--- src/rtl/poets_stream_arbiter.sv ---
// Packet-atomic round-robin N-to-1 Avalon-ST merger with a 2-entry
// registered output buffer, source-channel tagging and framing-error pulse.
module poets_stream_arbiter #(
   parameter int NUM_CH      = 4,
   parameter int DATA_WIDTH  = 32,
   parameter int EMPTY_WIDTH = 2,
   parameter int CH_WIDTH    = 2
) (
   input  logic                          clk_clk,
   input  logic                          reset_reset,
   input  logic [NUM_CH-1:0]             stream_in_valid,
   input  logic [NUM_CH*DATA_WIDTH-1:0]  stream_in_data,
   input  logic [NUM_CH-1:0]             stream_in_startofpacket,
   input  logic [NUM_CH-1:0]             stream_in_endofpacket,
   input  logic [NUM_CH*EMPTY_WIDTH-1:0] stream_in_empty,
   output logic [NUM_CH-1:0]             stream_in_ready,
   output logic                          stream_out_valid,
   output logic [DATA_WIDTH-1:0]         stream_out_data,
   output logic                          stream_out_startofpacket,
   output logic                          stream_out_endofpacket,
   output logic [EMPTY_WIDTH-1:0]        stream_out_empty,
   output logic [CH_WIDTH-1:0]           stream_out_channel,
   input  logic                          stream_out_ready,
   output logic                          protocol_err
);

   localparam int BW = DATA_WIDTH + EMPTY_WIDTH + CH_WIDTH + 2;

   typedef enum logic {IDLE, LOCKED} state_t;

   state_t                  state, state_nx;
   logic [CH_WIDTH-1:0]     last_grant, grant, cand;
   logic                    grant_valid, room, push, pop, err_nx;
   logic [1:0]              count;
   logic [BW-1:0]           head, tail, beat;
   logic [DATA_WIDTH-1:0]   b_data;
   logic                    b_sop, b_eop;
   logic [EMPTY_WIDTH-1:0]  b_empty;
   int                      idx;

   // Locked owner is always last_grant, since every accepted beat updates it.
   always_comb begin
      grant       = last_grant;
      grant_valid = 1'b0;
      cand        = '0;
      idx         = 0;
      if (state == LOCKED) begin
         grant_valid = stream_in_valid[last_grant];
      end else begin
         for (int i = NUM_CH; i >= 1; i--) begin
            idx = int'(last_grant) + i;
            if (idx >= NUM_CH) idx = idx - NUM_CH;
            cand = CH_WIDTH'(idx);
            if (stream_in_valid[cand]) begin
               grant       = cand;
               grant_valid = 1'b1;
            end
         end
      end
   end

   assign room = (count != 2'd2);

   always_comb begin
      stream_in_ready = '0;
      b_data          = '0;
      b_sop           = 1'b0;
      b_eop           = 1'b0;
      b_empty         = '0;
      for (int c = 0; c < NUM_CH; c++) begin
         if (CH_WIDTH'(c) == grant) begin
            stream_in_ready[c] = grant_valid && room && !reset_reset;
            b_data  = stream_in_data[c*DATA_WIDTH +: DATA_WIDTH];
            b_sop   = stream_in_startofpacket[c];
            b_eop   = stream_in_endofpacket[c];
            b_empty = stream_in_empty[c*EMPTY_WIDTH +: EMPTY_WIDTH];
         end
      end
   end

   assign push = |stream_in_ready;
   assign pop  = stream_out_valid && stream_out_ready;
   assign beat = {b_data, b_sop, b_eop, b_empty, grant};

   always_comb begin
      state_nx = state;
      err_nx   = 1'b0;
      unique case (state)
         IDLE: begin
            if (push) begin
               err_nx = !b_sop;
               if (!b_eop) state_nx = LOCKED;
            end
         end
         LOCKED: begin
            if (push) begin
               err_nx = b_sop;
               if (b_eop) state_nx = IDLE;
            end
         end
         default: state_nx = IDLE;
      endcase
   end

   always_ff @(posedge clk_clk) begin
      if (reset_reset) begin
         state        <= IDLE;
         last_grant   <= CH_WIDTH'(NUM_CH - 1);
         protocol_err <= 1'b0;
      end else begin
         state        <= state_nx;
         protocol_err <= err_nx;
         if (push) last_grant <= grant;
      end
   end

   // Head-first shift buffer: a push lands in the head slot when it is
   // (or is about to become) empty, otherwise in the tail slot.
   always_ff @(posedge clk_clk) begin
      if (reset_reset) begin
         count <= 2'd0;
         head  <= '0;
         tail  <= '0;
      end else begin
         count <= count + {1'b0, push} - {1'b0, pop};
         if (pop && count == 2'd2) head <= tail;
         if (push) begin
            if (count == 2'd0 || (count == 2'd1 && pop)) head <= beat;
            else tail <= beat;
         end
      end
   end

   assign stream_out_valid = (count != 2'd0);
   assign {stream_out_data, stream_out_startofpacket,
           stream_out_endofpacket, stream_out_empty,
           stream_out_channel} = head;

endmodule

--- config.mk ---
export PLATFORM = sky130hd
export DESIGN_NAME = poets_stream_arbiter
export DESIGN_NICKNAME = d
export VERILOG_FILES = /design/src/rtl/poets_stream_arbiter.sv
export SDC_FILE = /design/constraint.sdc
export NUM_CORES = 1
export LEC_CHECK = 0
export ABC_CLOCK_PERIOD_IN_PS = 8000
export CAP_MARGIN = 20
export CORE_MARGIN = 5
export CORE_UTILIZATION = 25
export DETAILED_ROUTE_END_ITERATION = 8
export GPL_TIMING_DRIVEN = 0
export PLACE_DENSITY = 0.51
export SYNTH_ARGS = -nofsm -noshare
export SYNTH_HDL_FRONTEND = slang
export SYNTH_SLANG_ARGS = --single-unit
--- constraint.sdc ---
create_clock -name clk_clk -period 8 [get_ports clk_clk]
set_input_delay 2.4 -clock clk_clk [delete_from_list [all_inputs] [get_ports clk_clk]]
set_output_delay 2.4 -clock clk_clk [all_outputs]
set_load 0.05 [all_outputs]
==> reports/qor.csv <==
stage,metric,value,unit
synth,post-synthesis register bit count,82,
clock_network,CTS clock-pin slew for the worst setup and hold paths,0.07,ns
layout,diode count,0,
global_routing,met3 Use GR,3.429,%
synth,synth unique cells,47,
synth,Mapped Area,6578,um2
layout,Layout area overhead,40.46,%
sta,Hold Fails Final Rpt,0,
drt,routed len/inst,24.06,um
clock_network,CTS tree,yes,
synth,Synth top area share,24.96,%
sta,relative slew slack,37.79,%
place,hpwl dp,22390,um
global_routing,initial antenna violation count,0,
clock_network,CTS Buffer Depth,2,
synth,Mapped Avg Cell Area,9.135,um2
power,leakage,3.779,nW
floorplanning,Rows,59,
synth,synthesized instance count,720,
sta,endpoints failing setup,0,
floorplanning,Die Span Y,172.2,um
setup_path,slowest CP cell,clkdlybuf4s50_1,
synth,syn_nets,872,
clock_network,Root Buffer,clkbuf_16,
global_routing,GR Layer Usage met2,30.74,%
status,status,"complete, no violations",
floorplanning,initial core utilization,25.31,%
sta,"Min Clock Period, post-route",7.839,ns
sta,Final period util,97.99,%
flow_run,max-cap viol count,0,
clock_network,Clock Sinks,82,
place,I/O Buffers,194,
clock_network,H-tree depth,3,
drt,DRC viols,0,
global_routing,first-pass GRT wire length,44570,um
drt,Post-DRT Antenna Nets,0,
clock_network,# Post-CTS Setup Buffers,0,
setup_path,maximum fanout along the worst path,10,
sta,highest clock rate,127.6,MHz
sta,clk_skew,0.006468,ns
power,Peak VDD IR,0.0001226,V
setup_path,worst path arrival time,5.44,ns
drt,via/cell ratio,5.683,
synth,number of flops mapped to enable cells by yosys,0,
setup_path,crit path capture type,primary output,
synth,Async SR Flop Fraction,0,%
synth,post-synth top area cell,dfxtp_1,
synth,Synth Flop Type,dfxtp_1,
clock_network,worst-skew pair later-pin latency,0.35,ns
drt,TritonRoute pass-1 iters,5,
layout,FILL cells,2697,
layout,share of cells above drive strength 1,14.85,%
layout,final core utilization,35.55,%
power,pwr dens,408.3,nW/um2
sta,worst slew pin tran,0.9332,ns
setup_path,crit path kind,in2out,
sta,RSZ-0062 raised after global routing,false,
setup_path,CP Cell Sequence,"clkdlybuf4s50_1, nor2_1, a211oi_2, buf_4, buf_12, buf_6, buf_2, nand3_1, o21ai_0, nor2_1, clkdlybuf4s50_1",
global_routing,total gr overflow,0,
global_routing,number of global-route vias before repair,7199,
synth,Yosys warnings,0,
clock_network,number of CTS-inserted buffers,9,
sta,"Slew Viols, Final",0,
global_routing,Total GRT Usage,19.85,%
min_path,min-delay worst type,reg2reg,
synth,"top cells by area, synth","dfxtp_1 (25%), mux4_2 (13%), a21oi_1 (11%)",
synth,"Seq/Total Area, Yosys",24.96,%
global_routing,met1 Use GR,27.65,%
sta,setup total negative slack,0,ns
setup_path,max incr delay on CP,0.71,ns
setup_path,critical path required time,5.60,ns
global_routing,gr busiest metal,met2,
global_routing,largest net degree at the start of global routing,15,
drt,DRT iter0 DRCs,671,
floorplanning,Die X,172.2,um
drt,drt total wl,30410,um
floorplanning,die area,29650,um2
place,Final Wtd Congestion,0.8131,
drt,Vias,7183,
layout,Nets,1076,
setup_path,crit start category,input pin,
floorplanning,Ports,195,
floorplanning,Core ar.,25980,um2
critical path, delay by kind of cell:
family / cells / cell delay [ns]
compound gates: 2 / 0.48
simple gates: 3 / 0.32
buf+inv: 6 / 2.22
report_power, final:
group	switching [W]	internal [W]
sequential	0.000101	0.000587
combinational	0.00160	0.00105
clock	0.000182	0.000251
total	0.00188	0.00189
layer usage:
| metal | wire, um | part of all wire, % |
|---|---|---|
| met5 | 0 | 0 |
| met4 | 831 | 2.7 |
| met3 | 2547 | 8.4 |
| met2 | 13630 | 45 |
| met1 | 13400 | 44 |
through the flow:
step	setup slack [ns]	instance area [um2]	cells	power (W)	hold slack, ns
2_1_floorplan	1.303	6578	720	0.002514	0.4341
3_3_place_gp	-0.03479	8939	1249	0.003323	0.4507
3_5_place_dp	-0.04794	8939	1249	0.003335	0.4623
4_1_cts	0.1118	9240	1265	0.003777	0.4718
5_1_grt	0.003155	9239	1264	0.003984	0.5121
6_report	0.1612	9239	1264	0.003772	0.4671
layout by cell type, fill, tap and decap left out, types with 3 or more instances in the layout:
master and count:
nor2_1 17, buf_6 6, mux4_2 37, mux2i_1 37, o221ai_1 70, a211oi_1 4, clkbuf_16 9, buf_2 29
o21a_1 3, a31oi_2 35, clkbuf_1 52, nor3b_1 36, nand2_1 8, and2_1 4, inv_1 7, buf_4 4
a21oi_1 142, clkdlybuf4s50_1 191, a21o_1 70, nor3_1 38, dfxtp_1 82, buf_8 3
cell usage after synthesis (8+ instances only):
cell,count
a21oi_1,142
nor3_1,38
nor3b_1,36
mux4_2,37
nor2_1,17
a31oi_2,35
dfxtp_1,82
nand2_1,8
o221ai_1,70
clkbuf_1,53
mux2i_1,37
buf_2,29
a21o_1,70
what timing repair did:
item | 4_1_cts | 5_1_grt
hold buffers | 0 | 0
resized for setup | 2 | 1
endpoints found under the setup margin | 2 | 1
registers in the layout, summed over array words and instances (netlist names):
register	cells
last_grant	2
count	2
tail	38
head	38
protocol_err	1
state	1
cell type report:
cell class	count	area [um2]	area share [%]
Multi-Input combinational cell	532	4392	47.54
Timing Repair Buffer	194	1942	21.02
Sequential cell	82	1642	17.77
Buffer	97	510.5	5.525
Tap cell	335	419.2	4.537
Clock buffer	10	239.0	2.587
Clock inverter	6	65.06	0.7042
Inverter	8	30.03	0.3250
cells by family after synthesis:
logic type | Yosys count | synth area share (%)
AOI/OAI and AO/OA | 341 | 37.85
xor gates and xnor gates | 2 | 0.2664
adders and majority gates | 1 | 0.1902
buffers and inverters | 106 | 8.275
DFF | 82 | 24.96
muxes | 77 | 18.81
and+or+nand+nor | 111 | 9.644
path summary, 6_finish.rpt:
path,startpoint,endpoint,slack [ns],cells after the start
worst min register to register,tail[4],tail[4],0.47,2
worst max-delay path,stream_in_valid[0],stream_in_ready[0],0.16,11
worst min-delay path,tail[4],tail[4],0.47,2
worst max register to register,last_grant[0],tail[9],5.11,8
Power figures use the tool's default switching activity.
==> RTL edit (same settings) <==
Change the parameter `CH_WIDTH` from 2 to 4.
--- a/src/rtl/poets_stream_arbiter.sv
+++ b/src/rtl/poets_stream_arbiter.sv
@@ -5,5 +5,5 @@
    parameter int DATA_WIDTH  = 32,
    parameter int EMPTY_WIDTH = 2,
-   parameter int CH_WIDTH    = 2
+   parameter int CH_WIDTH    = 4
 ) (
    input  logic                          clk_clk,
Interface: changed (resized stream_out_channel); port bits go from 195 to 197. The function was not compared with the original's and may differ.
==> RTL edit against the original RTL <==
Power increased by 1.5%. Sequential cell count increased by 6. Setup slack improved by 0.089 ns. Synthesized cell count decreased by 16%. Cell area decreased by 7.5%. Area after synthesis decreased by 11%. Global-route usage decreased by 4.8 points. Core utilization increased by 1.2 points. Non-clock buffer count decreased by 43. Fmax increased by 1.1%. Routed wire length decreased by 33%. Critical endpoint unchanged. Highest routed layer unchanged.
==> RTL edit: results (changes against the original RTL) <==
| Metric | Value |
|---|---|
| Initial antenna violation count | 0 (unchanged) |
| VDD IR max | 0.0001795 V (+46%) |
| Fillers | 2466 (-8.6%) |
| Synth area leaders | dfxtp_1 (30%), mux2i_1 (17%), mux2_2 (12%) |
| Primary FF master, synth | dfxtp_1 |
| Port Buffer Count | 196 (+1.0%) |
| CTS HTree Levels | 3 (unchanged) |
| Seq/Total Area, Yosys | 30.02% (+5.1 points) |
| # nets final | 978 (-9.1%) |
| Post-DP HPWL | 15540 microns (-31%) |
| Yosys warns | 0 (unchanged) |
| Post-synth cell types | 58 (+23%) |
| Critical path peak fanout | 10 (unchanged) |
| Status | finished, final reports clean |
| Starting DRT DRC Count | 242 (-64%) |
| Worst-Skew Late Latency | 0.35 ns (about the same) |
| Critical Path AT | 5.35 ns (-0.09 ns) |
| Max incr delay on CP | 0.60 ns (-0.11 ns) |
| Rel. slew slack | 43.53% (+5.7 points) |
| Antenna-violating nets left | 0 (unchanged) |
| Max Cap Viol | 0 (unchanged) |
| Ant. Diodes | 0 (unchanged) |
| Hold Path Class | register to register |
| Clk_skew | 0.01327 ns (+0.006800 ns) |
| Global-route wire length before repair | 31310 microns (-30%) |
| Gpl congestion | 0.8062 (-0.85%) |
| Async S/R FF share, synth | 0% (unchanged) |
| Drt first pass iters | 5 (unchanged) |
| Regs by FF count | head (40), tail (40), last_grant (4) |
| CTS buffer count | 9 (unchanged) |
| DR vias/cell | 4.709 (-17%) |
| Total wire length | 20430 microns (-33%) |
| Total Routing Usage GR | 15.02% (-4.8 points) |
| Largest net degree at the start of global routing | 15 (unchanged) |
| P_leak | 0.003245 uW (-14%) |
| Post-Syn Nets | 770 (-12%) |
| Post-DP Area | 0.008229 sq mm (-7.9%) |
| Share of cells above drive strength 1 | 17.48% (+2.6 points) |
| Synth Instances | 606 (-16%) |
| Non-Filler Instances | 1137 (-10%) |
| Slowest-stage cell, CP | mux4_2 |
| Vias in the first global route | 5586 (-22%) |
| Worst-path clk slew | 0.06 ns |
| Commonest cells post-synth | mux2i_1 (102), dfxtp_1 (88), mux2_2 (65), a21oi_1 (48), nand2b_1 (39) |
| Clock Path Buffers | 2 (unchanged) |
-- RTL edit: cells by family after synthesis --
| kind of cell | share of synthesized area [%] |
|---|---|
| XOR/XNOR | 0.8957 |
| adder cells (fa/ha/maj) | 2.772 |
| flip-flops | 30.02 |
| AND/OR/NAND/NOR | 13.54 |
| AO/OA/AOI/OAI | 15.39 |
| multiplexers | 31.41 |
| buffers and inverters | 5.970 |
-- RTL edit: area by class of cell --
class                           instances  area, sq um  area share, %
Multi-Input combinational cell        455         3764          44.06
Timing Repair Buffer                  197         1968          23.04
Sequential cell                        88         1762          20.62
Tap cell                              319        399.1          4.673
Buffer                                 51        307.8          3.603
Clock buffer                           11        242.7          2.842
Clock inverter                          4        53.80         0.6299
Inverter                               12        45.04         0.5273
-- RTL edit: final timing paths --
kind	slack, ns	depth (start not counted)	start	to
max	0.25	10	stream_in_valid[3]	stream_in_ready[0]
min	0.47	2	tail[9]	tail[9]
max reg2reg	4.57	13	last_grant[0]	head[36]
min reg2reg	0.47	2	tail[9]	tail[9]
-- RTL edit: per-stage QoR --
stage                     worst slack (ns)  hold WS [ns]
after floorplan                     0.3930        0.4392
after global placement             -0.8374        0.4532
after detailed placement           -0.8355        0.4562
after CTS                           0.1051        0.4675
after global routing                0.1076        0.4876
final                               0.2502        0.4653
-- RTL edit: layer usage --
layer	vias to the layer above	routed length, microns	track usage, %
li1	2654	-	-
met1	2532	8923	18.79
met2	153	9748	25.53
met3	15	1564	4.870
met4	0	192	2.821
met5	-	0	0
-- RTL edit: where the power goes --
part / total, uW / internal, uW / switching (uW)
combinational: 2680 / 1080 / 1600
clock: 440 / 251 / 189
sequential: 713 / 617 / 95.6
-- RTL edit: tightest hold or removal path, delay by kind of cell (launching register included) --
| family | cells | cell delay (ns) |
|---|---|---|
| compound gates | 1 | 0.05 |
| simple gates | 1 | 0.06 |
| flops | 1 | 0.31 |
-- RTL edit: repair_timing --
item	4_1_cts	5_1_grt
pin swaps	1	0
endpoints found under the setup margin	4	2
buffers inserted	1	0
resized for setup	16	3
